### config.mk
export PLATFORM = sky130hd
export DESIGN_NAME = instr_fetch_decode
export DESIGN_NICKNAME = d
export VERILOG_FILES = /design/src/rtl/instr_fetch_decode.sv
export SDC_FILE = /design/constraint.sdc
export NUM_CORES = 1
export LEC_CHECK = 0
export BUFFER_PORTS_ARGS = -buffer_cell sky130_fd_sc_hd__buf_2
export CAP_MARGIN = 20
export CORE_ASPECT_RATIO = 0.7
export CORE_MARGIN = 5
export CORE_UTILIZATION = 40
export CTS_CLUSTER_DIAMETER = 40
export DETAILED_ROUTE_END_ITERATION = 12
export HOLD_SLACK_MARGIN = 0.15
export PLACE_DENSITY = 0.7
export SLEW_MARGIN = 20
export SYNTH_ARGS = -nofsm -noshare
export SYNTH_HDL_FRONTEND = slang
export SYNTH_SLANG_ARGS = --single-unit
### constraint.sdc
create_clock -name clk -period 3.2 [get_ports clk]
set_input_delay 0.64 -clock clk [delete_from_list [all_inputs] [get_ports clk]]
set_output_delay 0.64 -clock clk [all_outputs]
set_load 0.02 [all_outputs]
### src/rtl/instr_fetch_decode.sv
// ---------------------------------------------------------------------------
// instr_fetch_decode
//
// Fetches one 32-bit instruction word at a time from program memory and
// presents its decoded fields to the downstream ALU/writeback stage.
// The control path is a three-state FSM:
//   FETCH : request the word at pc and wait for prog_ack
//   ISSUE : hold the decoded instruction until the consumer takes it
//   HALT  : terminal state; only rst_n leaves it
//
// Instruction word layout:
//   [31:24] op  [23:22] src1  [21:20] src2  [19:16] rf_addr
//   [15:8]  mem_addr          [7:0]   imm
//
// Optional build macro:
//   DECODE_ILLEGAL_TRAP_EN - opcodes outside 0x00-0x11, 0x1B-0x20 and 0xFF
//                            are trapped (illegal_op=1, halt=1) instead of
//                            being issued. The illegal_op port exists only
//                            in this build.
//
// Ports:
//   clk, rst_n        clock and asynchronous active-low reset
//   prog_req/addr     program-memory read request and address (= pc)
//   prog_ack/data     program-memory data valid and instruction word
//   stall             consumer not ready; holds the issued instruction
//   jump_en/target    redirect; loads pc and restarts fetching
//   op_code .. imm    decoded fields of the held instruction
//   instr_valid       decoded fields valid
//   pc                address of the held (or being fetched) instruction
//   halt              core halted
//   illegal_op        illegal-opcode trap (DECODE_ILLEGAL_TRAP_EN only)
// ---------------------------------------------------------------------------
module instr_fetch_decode #(
  parameter int WIDTH    = 8,
  parameter int IWIDTH   = 8,
  parameter int PC_WIDTH = 8
) (
  input  logic                clk,
  input  logic                rst_n,
  output logic                prog_req,
  output logic [PC_WIDTH-1:0] prog_addr,
  input  logic                prog_ack,
  input  logic [31:0]         prog_data,
  input  logic                stall,
  input  logic                jump_en,
  input  logic [PC_WIDTH-1:0] jump_target,
  output logic [IWIDTH-1:0]   op_code,
  output logic [1:0]          source1_choice,
  output logic [1:0]          source2_choice,
  output logic [3:0]          rf_addr,
  output logic [7:0]          mem_addr,
  output logic [WIDTH-1:0]    imm,
  output logic                instr_valid,
  output logic [PC_WIDTH-1:0] pc,
  output logic                halt
`ifdef DECODE_ILLEGAL_TRAP_EN
  ,
  output logic                illegal_op
`endif
);

  typedef enum logic [1:0] {
    FETCH = 2'd0,
    ISSUE = 2'd1,
    HALT  = 2'd2
  } state_t;

  state_t                state_reg, state_next;
  logic                  prog_req_reg, prog_req_next;
  logic [PC_WIDTH-1:0]   pc_reg, pc_next;
  logic                  valid_reg, valid_next;
  logic                  halt_reg, halt_next;
  logic [IWIDTH-1:0]     op_code_reg, op_code_next;
  logic [1:0]            src1_reg, src1_next;
  logic [1:0]            src2_reg, src2_next;
  logic [3:0]            rf_addr_reg, rf_addr_next;
  logic [7:0]            mem_addr_reg, mem_addr_next;
  logic [WIDTH-1:0]      imm_reg, imm_next;
`ifdef DECODE_ILLEGAL_TRAP_EN
  logic                  illegal_reg, illegal_next;
  logic                  is_legal;
`endif

  logic [7:0]            op_byte;
  logic [IWIDTH-1:0]     op_ext;
  logic [WIDTH-1:0]      imm_ext;
  logic                  ack_take;
  logic                  is_halt_op;

  assign op_byte    = prog_data[31:24];
  assign is_halt_op = (op_byte == 8'hFF);

  // An ack only counts while our request is actually out; this drops any
  // ack left over from a request abandoned by reset.
  assign ack_take = (state_reg == FETCH) && prog_req_reg && prog_ack;

`ifdef DECODE_ILLEGAL_TRAP_EN
  assign is_legal = (op_byte <= 8'h11) ||
                    ((op_byte >= 8'h1B) && (op_byte <= 8'h20)) ||
                    is_halt_op;
`endif

  // Zero-extend or truncate the 8-bit opcode and immediate fields.
  generate
    if (IWIDTH > 8) begin : g_op_wide
      assign op_ext = {{(IWIDTH-8){1'b0}}, op_byte};
    end else if (IWIDTH == 8) begin : g_op_same
      assign op_ext = op_byte;
    end else begin : g_op_narrow
      assign op_ext = op_byte[IWIDTH-1:0];
    end

    if (WIDTH > 8) begin : g_imm_wide
      assign imm_ext = {{(WIDTH-8){1'b0}}, prog_data[7:0]};
    end else if (WIDTH == 8) begin : g_imm_same
      assign imm_ext = prog_data[7:0];
    end else begin : g_imm_narrow
      assign imm_ext = prog_data[WIDTH-1:0];
    end
  endgenerate

  // State register and all datapath registers.
  always_ff @(posedge clk or negedge rst_n) begin
    if (!rst_n) begin
      state_reg    <= FETCH;
      prog_req_reg <= 1'b0;
      pc_reg       <= '0;
      valid_reg    <= 1'b0;
      halt_reg     <= 1'b0;
      op_code_reg  <= '0;
      src1_reg     <= '0;
      src2_reg     <= '0;
      rf_addr_reg  <= '0;
      mem_addr_reg <= '0;
      imm_reg      <= '0;
`ifdef DECODE_ILLEGAL_TRAP_EN
      illegal_reg  <= 1'b0;
`endif
    end else begin
      state_reg    <= state_next;
      prog_req_reg <= prog_req_next;
      pc_reg       <= pc_next;
      valid_reg    <= valid_next;
      halt_reg     <= halt_next;
      op_code_reg  <= op_code_next;
      src1_reg     <= src1_next;
      src2_reg     <= src2_next;
      rf_addr_reg  <= rf_addr_next;
      mem_addr_reg <= mem_addr_next;
      imm_reg      <= imm_next;
`ifdef DECODE_ILLEGAL_TRAP_EN
      illegal_reg  <= illegal_next;
`endif
    end
  end

  // Next-state and next-output logic.
  always_comb begin
    state_next    = state_reg;
    pc_next       = pc_reg;
    valid_next    = valid_reg;
    halt_next     = halt_reg;
    op_code_next  = op_code_reg;
    src1_next     = src1_reg;
    src2_next     = src2_reg;
    rf_addr_next  = rf_addr_reg;
    mem_addr_next = mem_addr_reg;
    imm_next      = imm_reg;
`ifdef DECODE_ILLEGAL_TRAP_EN
    illegal_next  = illegal_reg;
`endif

    case (state_reg)
      FETCH: begin
        if (jump_en) begin
          // Redirect wins over a same-cycle ack; the word is discarded.
          pc_next    = jump_target;
          valid_next = 1'b0;
        end else if (ack_take) begin
          op_code_next  = op_ext;
          src1_next     = prog_data[23:22];
          src2_next     = prog_data[21:20];
          rf_addr_next  = prog_data[19:16];
          mem_addr_next = prog_data[15:8];
          imm_next      = imm_ext;
          if (is_halt_op) begin
            state_next = HALT;
            halt_next  = 1'b1;
          end
`ifdef DECODE_ILLEGAL_TRAP_EN
          else if (!is_legal) begin
            state_next   = HALT;
            halt_next    = 1'b1;
            illegal_next = 1'b1;
          end
`endif
          else begin
            state_next = ISSUE;
            valid_next = 1'b1;
          end
        end
      end

      ISSUE: begin
        if (jump_en) begin
          // Jump drops the held instruction even while stalled.
          state_next = FETCH;
          pc_next    = jump_target;
          valid_next = 1'b0;
        end else if (!stall) begin
          state_next = FETCH;
          pc_next    = pc_reg + PC_WIDTH'(1);
          valid_next = 1'b0;
        end
      end

      HALT: begin
        // Everything held; jump_en and prog_ack are ignored.
      end

      default: begin
        state_next = FETCH;
      end
    endcase

    // prog_req is a register so it is low during reset and rises on the
    // first edge after release; it falls on the ack edge.
    prog_req_next = (state_next == FETCH);
  end

  assign prog_req       = prog_req_reg;
  assign prog_addr      = pc_reg;
  assign pc             = pc_reg;
  assign instr_valid    = valid_reg;
  assign halt           = halt_reg;
  assign op_code        = op_code_reg;
  assign source1_choice = src1_reg;
  assign source2_choice = src2_reg;
  assign rf_addr        = rf_addr_reg;
  assign mem_addr       = mem_addr_reg;
  assign imm            = imm_reg;
`ifdef DECODE_ILLEGAL_TRAP_EN
  assign illegal_op     = illegal_reg;
`endif

endmodule

After elaboration in Yosys (flattened, before gate mapping)
Index checks and enable logic that the tools add are counted.

Output and inout port bits: 51. Input bits: 45. Register bits: 45. Logic and storage cells: 45.

Multiplexer cells: 16. Equality and inequality tests: 7. Add/sub/neg operators: 1. Bitwise logic cells: 1. Reductions and logical operators: 9.

Operators by type and width (count): $mux 8 (3); $pmux 8 s2 (1); $mux 2 (5); $ne 3x3->1 const B (3); $add 8x1->8 const B (1); $eq 8x8->1 const B (1); $reduce_and 4->1 (2); $pmux 2 s3 (1); $reduce_and 3->1 (2); $mux 1 (5); $logic_not 2->1 (2); $eq 2x1->1 const B (1); $eq 2x2->1 const B (1); $logic_and 1x1->1 (2); $ne 2x2->1 const B (1); $pmux 1 s2 (1); $reduce_bool 2->1 (1); $not 1->1 (1).

Logic depth before layout (Yosys ltp)
Gate-level depths: netlist of the first run.

Depth after elaboration: 7. Mapped depth: 5. Mapped depth without buffers: 5.

Worst setup path before layout of the first run
OpenSTA, ideal clock, no wires.

Path type: input -> register. Start: input port jump_en. End: register imm_reg[3] (netlist: imm[3]). Stages: 3. Path buffers: 1. Setup slack: 1454 ps. Setup time: 125 ps. Data arrival time: 1621 ps. Required time: 3075 ps. Cells stage by stage: nor4_4 buf_6 mux2_4.

Word-level cells in the longest chain between the ends: 2.

RTL lines: from (decl) (RTL line 45) `input logic jump_en,`; $not 1->1 (no source line); $reduce_and 3->1 (no source line); to (signal assigned) (RTL line 150) `imm_reg <= imm_next;`; to (decl) (RTL line 78) `logic [WIDTH-1:0] imm_reg, imm_next;`.

Every way passes these cells. A chain may end at the register's enable or synchronous reset.

Final worst setup path of the first run
Start: input port jump_en. End: register imm_reg[2] (netlist: imm[2]).

Same word-level chain as after synthesis.

==> metrics.txt, run 1 <==
share of cells above drive strength 1=57.1%; TNS Setup=0 ns; Setup crit end kind=flop; post-synth top area share=53.8%; Die W=96.5 microns; Worst slew margin=55.5%; std cell rows=22; total clock buffers created by CTS=5; gpl congestion=0.719; Area Overhead vs Synth=28.9%; GR Util met2=19.3%; Clock Sinks=45; Die Span Y=70.5 microns; Final Non-Filler Cells=319; Via density=4.76; Adder-Cell Fraction of Synth Area=0.597%; Slew Viols, Final=0; number of antenna diodes=0; I/O pin cnt=96; routed wire length=4.44 mm; maximum clock path buffer count=2; placed insts=311; Post-CTS Setup Bufs=0; top cell type by total area after synthesis=dfrtp_1; fin util=52.5%; MaxCap Viol Count=0; status=finished, final reports clean; vias in the first global route=1502; Tightest Pin Transition=0.661 ns; htree depth=2; Initial Util=40.7%; Compound-Gate Fraction of Synth Area=8.30%; layout net count=292; Post-synth top cells=45 x dfrtp_1, 29 x mux2_4, 12 x nand2_1, 10 x a21oi_1, 10 x o21ai_0; Avg WL per Cell=13.9 microns; CORE AREA=5150 sq um; Detailed Route Iter0 Violations=71; main area contributors after synthesis=dfrtp_1 54%, mux2_4 21%, buf_4 3.2%; Hold Path Class=input port to asynchronous set/reset pin; EDFF count, synth=0; gr ovfl total=0; PD cells=411 nW/um^2; Period minus WS final=1.80 ns; Critical Path AT=1.98 ns; first-pass iteration count of the detailed router=7; setup violators final=0; worst path required time=3.38 ns; type of the worst setup path=input port to flop; CP Max Fanout=34; Reg2Reg Depth=3; M3 GR Usage=5.10%; pin count of the biggest net entering global routing=46; syn_nets=202; Post-synth ARST share=100%; Simple-Gate Fraction of Synth Area=8.78%; RSZ-0062 raised after global routing=false; M1 GR Usage=18.6%; f_max=555 MHz; die area=6810 sq um; HPWL reported at the end of detailed placement=3.27 mm; dominant synthesized flop cell=dfrtp_1; cts repair resizes=0; # fillers=458; Synth Area in XOR/XNOR=0%; clock skew=0.00583 ns; first-pass GRT wire length=7.02 mm; count leader, synth=dfrtp_1; critical path startpoint category=input port; Avg Cell Area, Syn=13.4 sq um; final period utilization=56.3%; DR vias=1520; Hold Slack=0.328 ns; Pleak=1.47 nW; Synth Instances=156; mapped cell area=2090 sq um; initial antenna violation count=0; PortBufs=95; Worst-path clk slew=0.08 ns; post-cts hold buffer count=0; synthesized flop and latch total=45; clock tree from TritonCTS=built; sequential fraction of the synthesis area=53.8%; Cell variety after synth=29; Total GRT Usage=13.3%; Ys Warns=0; Skew-Pair Late Insertion Delay=0.29 ns; drt drc=0; mux cell area share after synthesis=22.9%; gr busiest metal=met2; main combinational cell family by area after synthesis=multiplexers; final hold vios=0; root buf cell=clkbuf_8; DRT antenna net count=0; Final Total Pwr=1.11 mW; VDD IR-drop max=0.256 mV
-- power breakdown --
part,internal [mW],switching (mW)
clock,0.310,0.186
combinational,0.0220,0.0222
sequential,0.568,0
-- per-stage QoR --
| step | setup WS, ns | instance area [sq um] |
|---|---|---|
| global route | 1.33 | 2700 |
| global placement | 1.10 | 2560 |
| detailed placement | 1.07 | 2560 |
| finish | 1.40 | 2700 |
| CTS | 1.39 | 2700 |
| floorplan | 1.45 | 2090 |
-- per-layer routing --
| metal | part of all wire (%) | vias up |
|---|---|---|
| met5 | 0 | - |
| met4 | 0.70 | 0 |
| met3 | 12 | 5 |
| met2 | 43 | 74 |
| met1 | 45 | 717 |
| li1 | - | 724 |
-- path summary, 6_finish.rpt --
kind	slack [ns]	from	to
worst max-delay path	1.40	jump_en	imm[2]
worst min-delay path	0.33	rst_n	pc[5]
worst max register to register	1.42	state_reg[0]	imm[2]
worst min register to register	0.49	halt	halt
max in group asynchronous	2.49	rst_n	pc[2]
min in group clk	0.49	halt	halt
-- critical path, cell delays in order --
cell    delay (ns)
buf_2         0.14
nor4_4        0.26
buf_4         0.54
mux2_2        0.40
-- cell families (layout without fill, tap and decap cells) --
kind of cell / count (synthesis) / after routing
mux: 33 / 33
flops: 45 / 45
compound gates: 29 / 29
fa+ha+maj: 1 / 1
simple gates: 32 / 32
buf+inv: 16 / 107
-- area by class of cell --
class                      count  area [sq um]  area share (%)
inverter                       2          7.51           0.278
clock inverter                 3          65.1            2.41
timing repair buffer          97           493            18.3
sequential                    45          1130            41.7
tap                           72          90.1            3.34
clock buffer                   5          68.8            2.55
multi-input combinational     95           850            31.5
-- cells in the final DEF (no fill, tap or decap), drive strengths merged --
cell type	n
buf	97
dfrtp	45
mux2	32
nand2	12
o21ai	11
a21oi	10
clkbuf	5
nand4	4
nand3	4
nand2b	3
o21a	3
nor2	2
nor2b	2
a2bb2oi	2
bufinv	2
nor4	2
inv	2
nor3b	1
a31oi	1
and3	1
and4	1
mux2i	1
o32ai	1
o22ai	1
ha	1
clkinv	1
Power figures use the tool's default switching activity.
==> run 2: changes to the inputs <==
--- a/config.mk
+++ b/config.mk
@@ -5,6 +5,7 @@
 export SDC_FILE = /design/constraint.sdc
 export NUM_CORES = 1
 export LEC_CHECK = 0
+export ABC_AREA = 1
 export BUFFER_PORTS_ARGS = -buffer_cell sky130_fd_sc_hd__buf_2
 export CAP_MARGIN = 20
 export CORE_ASPECT_RATIO = 0.7
@@ -13,7 +14,7 @@
 export CTS_CLUSTER_DIAMETER = 40
 export DETAILED_ROUTE_END_ITERATION = 12
 export HOLD_SLACK_MARGIN = 0.15
-export PLACE_DENSITY = 0.7
+export PLACE_DENSITY = 0.72
 export SLEW_MARGIN = 20
 export SYNTH_ARGS = -nofsm -noshare
 export SYNTH_HDL_FRONTEND = slang
==> constraint.sdc (replaced) <==
create_clock -name clk -period 1.5 [get_ports clk]
set_input_delay 0.3 -clock clk [delete_from_list [all_inputs] [get_ports clk]]
set_output_delay 0.3 -clock clk [all_outputs]
set_load 0.02 [all_outputs]
==> run 2 against run 1 <==
  * Sequential share of layout area decreased by 0.38 points
  * Area after synthesis increased by 1.4%
  * Clock power increased by 53%
  * Combinational power increased to 27 times the previous value
  * Utilization decreased by 0.074 points
  * Sequential power increased to 2.9 times the previous value
  * Design area increased by 0.93%
  * Sequential cell count unchanged
  * Wire length increased by 8.3%
  * Via count increased by 23%
  * Non-clock buffer count increased by 3
==> metrics.txt, run 2 <==
clock tree from TritonCTS=built (unchanged); post-synth top area share=53.0% (was 53.8%); Worst-path clk slew=0.09 ns (was 0.08 ns); Die Span Y=71.0 microns (was 70.5 microns); DR WL met2=2.05 mm (was 1.90 mm); Tightest Pin Transition=0.251 ns (was 0.661 ns); Initial Util=40.8% (was 40.7%); Period minus WS final=1.31 ns; DRT antenna net count=0 (unchanged); pin count of the biggest net entering global routing=46 (unchanged); Via density=4.34 (was 4.76); vias in the first global route=1762 (was 1502); synthesized flop and latch total=45 (unchanged); initial antenna violation count=0 (unchanged); cts repair resizes=0 (unchanged); most frequent cells in the layout=144 x nand2_1, 95 x buf_2, 45 x dfrtp_1 (was 94 x buf_2, 45 x dfrtp_1, 29 x mux2_4); Die W=97.1 microns (was 96.5 microns); PortBufs=95 (unchanged); Avg Cell Area, Syn=8.05 sq um (was 13.4 sq um); Ys Warns=0 (unchanged); # fillers=509 (was 458); die area=6890 sq um (was 6810 sq um); Slew Viols, Final=0 (unchanged); worst path required time=1.70 ns (was 3.38 ns); Hold Slack=0.190 ns (was 0.328 ns); Synth Instances=264 (was 156); Clock Sinks=45 (unchanged); first-pass iteration count of the detailed router=4 (was 7); layout net count=402 (was 292); Hold Path Class=input port to flop (was input port to asynchronous set/reset pin); CORE AREA=5200 sq um (was 5150 sq um); type of the worst setup path=flop to flop (was input port to flop); dominant synthesized flop cell=dfrtp_1 (unchanged); RSZ-0062 raised after global routing=false (unchanged); Comb power frac=33.0% (was 4.0%); post-cts hold buffer count=1 (was 0); final period utilization=87.4%; Post-synth ARST share=100% (unchanged); top cell type by total area after synthesis=dfrtp_1 (unchanged); total clock buffers created by CTS=5 (unchanged); PD cells=1310 nW/um^2 (was 411 nW/um^2); first-pass GRT wire length=8.16 mm (was 7.02 mm); final hold vios=0 (unchanged); std cell rows=22 (unchanged); count leader, synth=nand2_1 (was dfrtp_1); I/O pin cnt=96 (unchanged); gr ovfl total=0 (unchanged); clock skew=0.00676 ns (was 0.00583 ns); Skew-Pair Late Insertion Delay=0.29 ns (about the same); most common cell after layout, fill and taps aside=nand2_1 (was buf_2); CP Max Fanout=13 (was 34); mapped cell area=2120 sq um (was 2090 sq um); Post-CTS Setup Bufs=0 (unchanged); Pleak=1.63 nW (was 1.47 nW); MaxCap Viol Count=0 (unchanged); Internal Power=2.21 mW (was 0.900 mW); share of cells above drive strength 1=33.6% (was 57.1%); main area contributors after synthesis=dfrtp_1 53%, nand2_1 25%, buf_4 2.8% (was dfrtp_1 54%, mux2_4 21%, buf_4 3.2%); Avg WL per Cell=11.2 microns (was 13.9 microns); Routed met1 length=2.31 mm (was 1.99 mm); maximum clock path buffer count=2 (unchanged); Flop pwr share=45.7% (was 51.2%); setup violators final=0 (unchanged); Net Switching=1.36 mW (was 0.209 mW); Detailed Route Iter0 Violations=44 (was 71); Cell variety after synth=24 (was 29); EDFF count, synth=0 (unchanged); VDD IR-drop max=0.472 mV (was 0.256 mV); drt drc=0 (unchanged); f_max=763 MHz; critical path startpoint category=flop (was input port); HPWL reported at the end of detailed placement=3.65 mm (was 3.27 mm); DR vias=1863 (was 1520); top layer in use=met4 (unchanged); Critical Path AT=1.51 ns (was 1.98 ns); status=finished, final reports clean (unchanged); clock share of power=21.3% (was 44.8%); TNS Setup=0 ns (unchanged); Setup crit end kind=flop (unchanged); sequential fraction of the synthesis area=53.0% (was 53.8%); number of antenna diodes=0 (unchanged); syn_nets=310 (was 202); routed wire length=4.81 mm (was 4.44 mm); root buf cell=clkbuf_8 (unchanged); Net Sw Frac=38.1% (was 18.8%); WL met3=410 microns (was 520 microns); htree depth=2 (unchanged); gpl congestion=0.782 (was 0.719); Post-synth top cells=144 x nand2_1, 45 x dfrtp_1, 16 x inv_1, 11 x nand3_1, 8 x buf_4 (was 45 x dfrtp_1, 29 x mux2_4, 12 x nand2_1, 10 x a21oi_1, 10 x o21ai_0); Area Overhead vs Synth=28.3% (was 28.9%); Worst slew margin=83.1% (was 55.5%); Total GRT Usage=14.3% (was 13.3%)
## run 2: changes by cell type after synthesis, sizes merged, moves of 3 or more
cell    previous run  this run
a21oi             10         1
inv                2        20
mux2              32         0
nand2             12       146
nand2b             3         0
nand3              4        14
nand4              4         1
nor2               2         8
o21a               3         0
o21ai             11         6
## run 2: metal layers
| layer | global-route usage [%] | vias to the layer above |
|---|---|---|
| li1 | - | 980 |
| met1 | 20.2 | 811 |
| met2 | 20.6 | 67 |
| met3 | 5.02 | 5 |
| met4 | 4.52 | 0 |
| met5 | 0 | - |
## run 2: path summary, 6_finish.rpt
kind | startpoint | end | slack [ns] | cells after the start
min in group asynchronous | rst_n | source1_choice[0] | 0.49 | 3
max reg2reg | state_reg[1] | pc[4] | 0.19 | 8
max | state_reg[1] | pc[4] | 0.19 | 8
min reg2reg | mem_addr[5] | mem_addr[5] | 0.48 | 2
min | prog_data[4] | imm[4] | 0.19 | 3
max in group asynchronous | rst_n | pc[5] | 0.79 | 3
## run 2: power groups by stage
| stage | clock network, mW | registers [mW] | logic, mW |
|---|---|---|---|
| after floorplan | 0 | 1.95 | 0.481 |
| after global routing | 0.843 | 1.67 | 1.30 |
| after detailed placement | 0 | 1.65 | 1.20 |
| after CTS | 0.800 | 1.63 | 1.20 |
| final | 0.762 | 1.63 | 1.18 |
| after global placement | 0 | 1.65 | 1.18 |
## run 2: per-stage QoR
stage	setup WS, ns	std cells	instance area, sq um	total power, mW	util (%)
after floorplan	0.234	264	2120	2.43	-
after global placement	0.233	420	2620	2.83	50.4
after detailed placement	0.193	420	2620	2.85	50.4
after CTS	0.196	429	2730	3.63	52.4
after global routing	0.0648	429	2730	3.81	52.4
final	0.190	429	2730	3.57	52.4
## run 2: cell type report
type                       instances  area, sq um  area share [%]
multi-input combinational        184          795            29.2
inverter                          20         80.1            2.94
sequential                        45         1130            41.3
timing repair buffer             100          541            19.8
clock inverter                     3         25.0           0.918
tap                               72         90.1            3.31
clock buffer                       5         68.8            2.53
## run 2: cells by family after synthesis
group | Yosys count | share of synthesized area [%]
buffers and inverters | 35 | 9.60
DFF | 45 | 53.0
xor gates and xnor gates | 1 | 0.412
adders and majority gates | 1 | 0.589
and+or+nand+nor | 174 | 34.4
AOI/OAI and AO/OA | 8 | 2.00
## run 2: worst max-delay path: stages, from the launching register on
cell	delay, ns
dfrtp_1	0.42
inv_2	0.10
nand3_4	0.14
inv_6	0.12
nand2_4	0.06
nand2_4	0.13
inv_1	0.11
nand3_1	0.08
nand2_1	0.05
